==> config.mk <==
export PLATFORM = sky130hd
export DESIGN_NAME = reg_file_sb
export DESIGN_NICKNAME = d
export VERILOG_FILES = /design/src/rtl/reg_file_sb.sv
export SDC_FILE = /design/constraint.sdc
export NUM_CORES = 1
export LEC_CHECK = 0
export BUFFER_PORTS_ARGS = -buffer_cell sky130_fd_sc_hd__buf_2
export CAP_MARGIN = 10
export CORE_ASPECT_RATIO = 1.25
export CORE_UTILIZATION = 40
export DETAILED_ROUTE_END_ITERATION = 12
export PLACE_DENSITY_LB_ADDON = 0.08
export SYNTH_ARGS = -nofsm -noshare
export SYNTH_HDL_FRONTEND = slang
export SYNTH_SLANG_ARGS = --single-unit
==> constraint.sdc <==
create_clock -name clk -period 2 [get_ports clk]
set_input_delay 0.4 -clock clk [delete_from_list [all_inputs] [get_ports clk]]
set_output_delay 0.4 -clock clk [all_outputs]
set_load 0.1 [all_outputs]
==> src/rtl/reg_file_sb.sv <==
// reg_file_sb: scoreboarded register file, two bypassed read ports, ALU write port and a single-outstanding load return path.
// Optional hard-wired zero entry 0 via `define REG_FILE_SB_ZERO_REG_EN.
module reg_file_sb #(
  parameter int DW = 8,
  parameter int PW = 3
) (
  input  logic          clk,
  input  logic          rst_n,
  input  logic [PW-1:0] rd_addrA,
  input  logic [PW-1:0] rd_addrB,
  output logic [DW-1:0] datA_out,
  output logic [DW-1:0] datB_out,
  output logic          rdyA,
  output logic          rdyB,
  input  logic          wr_en,
  input  logic [PW-1:0] wr_addr,
  input  logic [DW-1:0] dat_in,
  input  logic          ld_issue,
  input  logic [PW-1:0] ld_addr,
  output logic          ld_ready,
  input  logic          ld_valid,
  input  logic [DW-1:0] ld_dat
);
  localparam int N = 2**PW;
  localparam logic [0:0] IDLE    = 1'b0;
  localparam logic [0:0] PENDING = 1'b1;
`ifdef REG_FILE_SB_ZERO_REG_EN
  localparam logic ZR = 1'b1;
`else
  localparam logic ZR = 1'b0;
`endif
  logic [DW-1:0] core [N];
  logic [N-1:0]  busy, busy_n;
  logic [0:0]    state;
  logic [PW-1:0] pend_addr;
  logic          cancel, issue, ld_ret, waw, ld_wr;
  logic          bwa, bla, bwb, blb;
  function automatic logic is_z(input logic [PW-1:0] a);
    return ZR && (a == '0);
  endfunction
  assign ld_ready = state == IDLE;
  assign issue    = ld_ready && ld_issue;
  assign ld_ret   = state == PENDING && ld_valid;
  // A younger ALU write to the pending destination supersedes the load.
  assign waw      = state == PENDING && wr_en && wr_addr == pend_addr;
  assign ld_wr    = ld_ret && !cancel && !waw && !is_z(pend_addr);
  always_comb begin
    busy_n = busy;
    if (ld_ret || waw) busy_n[pend_addr] = 1'b0;
    if (issue && !is_z(ld_addr)) busy_n[ld_addr] = 1'b1;
  end
  always_ff @(posedge clk or negedge rst_n) begin
    if (!rst_n) begin
      for (int i = 0; i < N; i++) core[i] <= '0;
      busy      <= '0;
      state     <= IDLE;
      pend_addr <= '0;
      cancel    <= 1'b0;
    end else begin
      busy   <= busy_n;
      state  <= issue ? PENDING : ld_ret ? IDLE : state;
      cancel <= (issue || ld_ret) ? 1'b0 : waw ? 1'b1 : cancel;
      if (issue) pend_addr <= ld_addr;
      if (ld_wr) core[pend_addr] <= ld_dat;
      if (wr_en && !is_z(wr_addr)) core[wr_addr] <= dat_in;
    end
  end
  assign bwa  = wr_en && wr_addr == rd_addrA && !is_z(rd_addrA);
  assign bla  = ld_ret && !cancel && pend_addr == rd_addrA && !is_z(rd_addrA);
  assign bwb  = wr_en && wr_addr == rd_addrB && !is_z(rd_addrB);
  assign blb  = ld_ret && !cancel && pend_addr == rd_addrB && !is_z(rd_addrB);
  assign datA_out = is_z(rd_addrA) ? '0 : bwa ? dat_in : bla ? ld_dat : core[rd_addrA];
  assign datB_out = is_z(rd_addrB) ? '0 : bwb ? dat_in : blb ? ld_dat : core[rd_addrB];
  assign rdyA = is_z(rd_addrA) || bwa || bla || !busy[rd_addrA];
  assign rdyB = is_z(rd_addrB) || bwb || blb || !busy[rd_addrB];
endmodule

# Word-level counts from Yosys, hierarchy flattened
# Index checks and enable logic that the tools add are counted.
[totals]
out_inout_bits = 19
word_cells = 95
input_bits = 33
ff_bits = 77
[classes]
n_reduce_logical = 26
n_lt_le_gt_ge = 12
muxes = 32
n_eq_ne = 5
bitwise = 8
[ops]
columns = ["cell", "n"]
rows = [
  ["$bwmux W64", 2],
  ["$mux W64", 2],
  ["$mux W8", 12],
  ["$bmux W8 S3", 2],
  ["$demux W8 S3", 2],
  ["$ge A4 B4 Y1 const B", 4],
  ["$lt A3 B4 Y1 const B", 4],
  ["$not A3 Y4", 4],
  ["$eq A3 B3 Y1", 5],
  ["$logic_and A1 B1 Y1", 14],
  ["$and A8 B8 Y8", 1],
  ["$lt A4 B1 Y1 const B", 2],
  ["$mux W1", 8],
  ["$not A8 Y8", 1],
  ["$or A8 B8 Y8", 1],
  ["$bmux W1 S3", 2],
  ["$demux W1 S3", 2],
  ["$ge A3 B1 Y1 const B", 2],
  ["$logic_or A1 B1 Y1", 6],
  ["$logic_not A1 Y1", 4],
  ["$reduce_bool A2 Y1", 2],
  ["$not A1 Y1", 1],
]

# Logic depth before layout (Yosys ltp)
[logic_depth]
word_depth = 9
mapped_depth = 7
mapped_depth_nobuf = 4

# Least setup slack after synthesis
# OpenSTA, ideal clock, no wires.
[synth_timing]
path_kind = "input port to output port"
from = "input port rd_addrB[2]"
to = "output port datB_out[3]"
path_stages = 6
arrival_time_ps = 3412
path_buffers = 2
setup_slack_ps = -1812
cell_sequence = "buf_2 buf_2 inv_1 nor3_1 a2111oi_0 o31ai_1"
[synth_via]
elab_chain_len = 6
word_cells_on_any_way = 10
[synth_lines]
columns = ["element", "line", "text"]
rows = [
  ["start: declaration", "10", "input logic [PW-1:0] rd_addrB,"],
  ["$not A3 Y4 (implied by the code)", "73", "assign datB_out = is_z(rd_addrB) ? '0 : bwb ? dat_in : blb ? ld_dat : core[rd_addrB];"],
  ["$bmux W8 S3", "73", ""],
  ["$mux W8 (implied by the code) (2 in a row)", "73", ""],
  ["$mux W8", "73", ""],
  ["$mux W8 *", "73", ""],
  ["end: declaration", "12", "output logic [DW-1:0] datB_out,"],
]
# Mark *: on every way between the ends. The rest lies on a longest branch, timed or not. The select of a mux whose other input is x is not followed.

# Final worst setup path
[layout_timing]
from = "register pend_addr[2]"
to = "output port datB_out[4]"
[layout_via]
elab_chain_len = 4
[layout_lines]
columns = ["element", "line", "text"]
rows = [
  ["start: declaration", "35", "logic [PW-1:0] pend_addr;"],
  ["start signal: assignment", "63", "if (issue) pend_addr <= ld_addr;"],
  ["$eq A3 B3 Y1", "71", "assign blb = ld_ret && !cancel && pend_addr == rd_addrB && !is_z(rd_addrB);"],
  ["$logic_and A1 B1 Y1", "71", ""],
  ["$mux W8 (2 in a row)", "73", ""],
]
# Every way passes these cells.

==> results.sh <==
export IMPL_cellLeakagePower_nw=3.45
export IMPL_slew_violations=0
export IMPL_min_from="ld_issue"
export IMPL_ys_types=50
export IMPL_violations="negative setup slack"
export IMPL_wl_met1_um=9100
export IMPL_setup_viol=76
export IMPL_drtIter0Drc=633
export IMPL_syn_nets=664
export IMPL_synth_edf_count=0
export IMPL_status="complete, but fails checks"
export IMPL_drive_above_1_share_pct=43.0
export IMPL_crit_type="reg2out"
export IMPL_r2r_start="pend_addr[2]"
export IMPL_synthFlopType="dfrtp_1"
export IMPL_critPathLaunchType="flip-flop"
export IMPL_dr_pass1_iters=5
export IMPL_avgRoutedWirePerCell_um=25.3
export IMPL_portBuffers=51
export IMPL_dieHeight_um=137
export IMPL_coreArea_um2=14300
export IMPL_maxCapViolCount=0
export IMPL_io_pins=52
export IMPL_antenna_cells=0
export IMPL_ys_ff_latch=77
export IMPL_cts_root_buf="clkbuf_16"
export IMPL_layout_min_cycle_time_ns=2.45
export IMPL_period_share_pct=123
export IMPL_met3_length_um=1900
export IMPL_syn_inst=631
export IMPL_hpwl_um=16200
export IMPL_hp_class="in2reg"
export IMPL_h_tree_depth=3
export IMPL_endpoint_kind="output port"
export IMPL_synth_top_cell_area_share_pct=32.8
export IMPL_dr_max_layer_used="met4"
export IMPL_ys_warn_count=0
export IMPL_numCtsBuffers=9
export IMPL_syn_avg_cell_area_um2=9.30
export IMPL_synth_seq_area_share_pct=32.8
export IMPL_start_util_pct=40.9
export IMPL_cts_tree="yes"
export IMPL_synth_area_leaders="dfrtp_1 (33%), mux4_2 (13%), nand2_1 (8.4%)"
export IMPL_fmax_mhz=407
export IMPL_grt_pass1_vias=6030
export IMPL_nFillCells=1230
export IMPL_cp_max_fo=4
export IMPL_place_gp_congestion=0.890
export IMPL_rows=49
export IMPL_synthArstFlopShare_pct=100
export IMPL_vias_per_cell=6.57
export IMPL_insertion_delay_ns=0.34
export IMPL_layout_nets=791
export IMPL_rsz0062_at_grt="true"
export IMPL_ir_drop_mv=1.05
export IMPL_die_x_um=110
export IMPL_cts_buffer_depth=2
export IMPL_finalHoldViolations=0
export IMPL_startpoint="pend_addr[2]"
export IMPL_cp_required_ns=1.60
export IMPL_cp_data_arrival_time_ns=2.05
export IMPL_worst_pin_slew_ns=0.731
export IMPL_grt_use_total_pct=33.3
export IMPL_vias=6181
export IMPL_gr_total_overflow=0
export IMPL_cts_sinks=77
export IMPL_p_per_area_nw_per_um2=1230
export IMPL_grt_first_pass_wirelength_um=36000
export IMPL_holdWs_ns=0.317
export IMPL_placed_cells=897
export IMPL_dr_wl_met2_um=11500
export IMPL_ant_nets=0
export IMPL_synthesis_area_um2=5870
export IMPL_route_detailed_drc=0
export IMPL_synth_top_cell_by_area="dfrtp_1"
export IMPL_finalWirelength_um=23800
export IMPL_grt_max_degree=54
export IMPL_final_cell_count_no_fill=941
export IMPL_slew_headroom_pct=51.2
export IMPL_die_area_um2=15200
export IMPL_fin_skew_ns=0.00709
export IMPL_antenna_found_initial=0
export IMPL_setup_ws_ns=-0.454
export IMPL_syn_to_final_growth_pct=44.8
export IMPL_path_clk_slew_ns=0.06
==> worst max-delay path, stage by stage, from the launching register on <==
cell and delay (ns):
dfrtp_2 0.44, xnor2_1 0.19, nand4_1 0.26, buf_4 0.25
mux2i_2 0.16, o21ai_4 0.21, buf_12 0.20
==> registers in the layout, indices dropped and copies added, names as in the netlist <==
signal     count
busy           8
cancel         1
core          64
pend_addr      3
state          1
==> synthesized netlist by cell type (4+ instances only) <==
cell type	number
nor2b_1	4
nand3_1	35
o21ai_0	14
buf_2	16
nand4_1	64
o21ai_1	10
inv_1	10
o311ai_0	10
dfrtp_1	77
o211ai_1	31
clkbuf_1	25
buf_1	20
nand2_1	132
mux4_2	35
and4_1	4
mux2_2	15
o311ai_1	22
nor2_1	10
buf_4	7
buf_6	11
mux2i_1	18
xnor2_1	12
==> per-layer routing <==
layer / vias up / global-route usage, %
met5: - / 0
met4: 0 / 17.7
met3: 83 / 5.39
met2: 378 / 53.7
met1: 3068 / 42.6
li1: 2652 / -
==> cell families after synthesis <==
group | share of synthesized area [%]
simple gates | 23.6
compound gates | 13.6
buf+inv | 7.89
flops | 32.8
mux | 19.4
xor+xnor | 2.62
==> path summary, 6_finish.rpt <==
path	endpoint	slack (ns)	cells past startpoint
setup / recovery	datB_out[4]	-0.45	6
hold / removal	state	0.32	3
setup reg to reg	core[20]	-0.15	9
hold reg to reg	busy[4]	0.53	1
max in group asynchronous	core[43]	1.00	3
min in group asynchronous	core[58]	0.47	2
==> power by group <==
part | switching (mW) | internal [mW]
clock | 0.660 | 0.877
combinational | 3.35 | 2.89
sequential | 0.538 | 2.14
==> stage by stage <==
step	total power [mW]	instance area, µm²	utilization (%)	setup TNS (ns)	setup WS [ns]
global route	10.9	8490	59.2	-14.86	-0.515
CTS	10.1	8110	56.5	-6.75	-0.440
finish	10.5	8490	59.2	-9.50	-0.454
global placement	8.09	7430	51.8	-6.52	-0.416
detailed placement	8.18	7430	51.8	-7.36	-0.425
floorplan	6.14	6150	-	-3.69	-0.409
==> placed cells by master, fill, tap and decap left out, drive strengths merged, types with 3 or more instances in the layout <==
cell type  netlist  final
a21o             3      3
mux2i           18     18
mux2            15     15
inv             10     10
o311ai          32     32
nand3           35     35
nand4           64     64
nand2b           3      3
nor2b            4      4
nor4             3      3
o211ai          31     31
xnor2           12     12
and4             4      4
dfrtp           77     77
mux4            35     35
nand2          132    132
o21ai           24     24
buf             54    192
clkbuf          25     15
nor2            10     10
nor3             7      7
and3b            3      3
xor2             3      3
a211o            3      3
==> timing repair <==
| action | in CTS | in global routing |
|---|---|---|
| pin swaps | 11 | 26 |
| hold buffers | 1 | 0 |
| cloned | 2 | 1 |
| gates resized for setup | 44 | 62 |
| hold endpoints to repair | 14 | 0 |
| endpoints found under the setup margin | 50 | 64 |
| setup buffers | 20 | 7 |
==> cell type report <==
class,instances,area [µm²],area share [%]
tap,178,223,2.62
sequential,77,1930,22.7
multi-input combinational,465,4060,47.8
clock inverter,3,21.3,0.250
timing repair buffer,195,1970,23.2
clock buffer,13,250,2.95
inverter,10,37.5,0.442
Note: power is estimated with default switching activity, not from simulation.
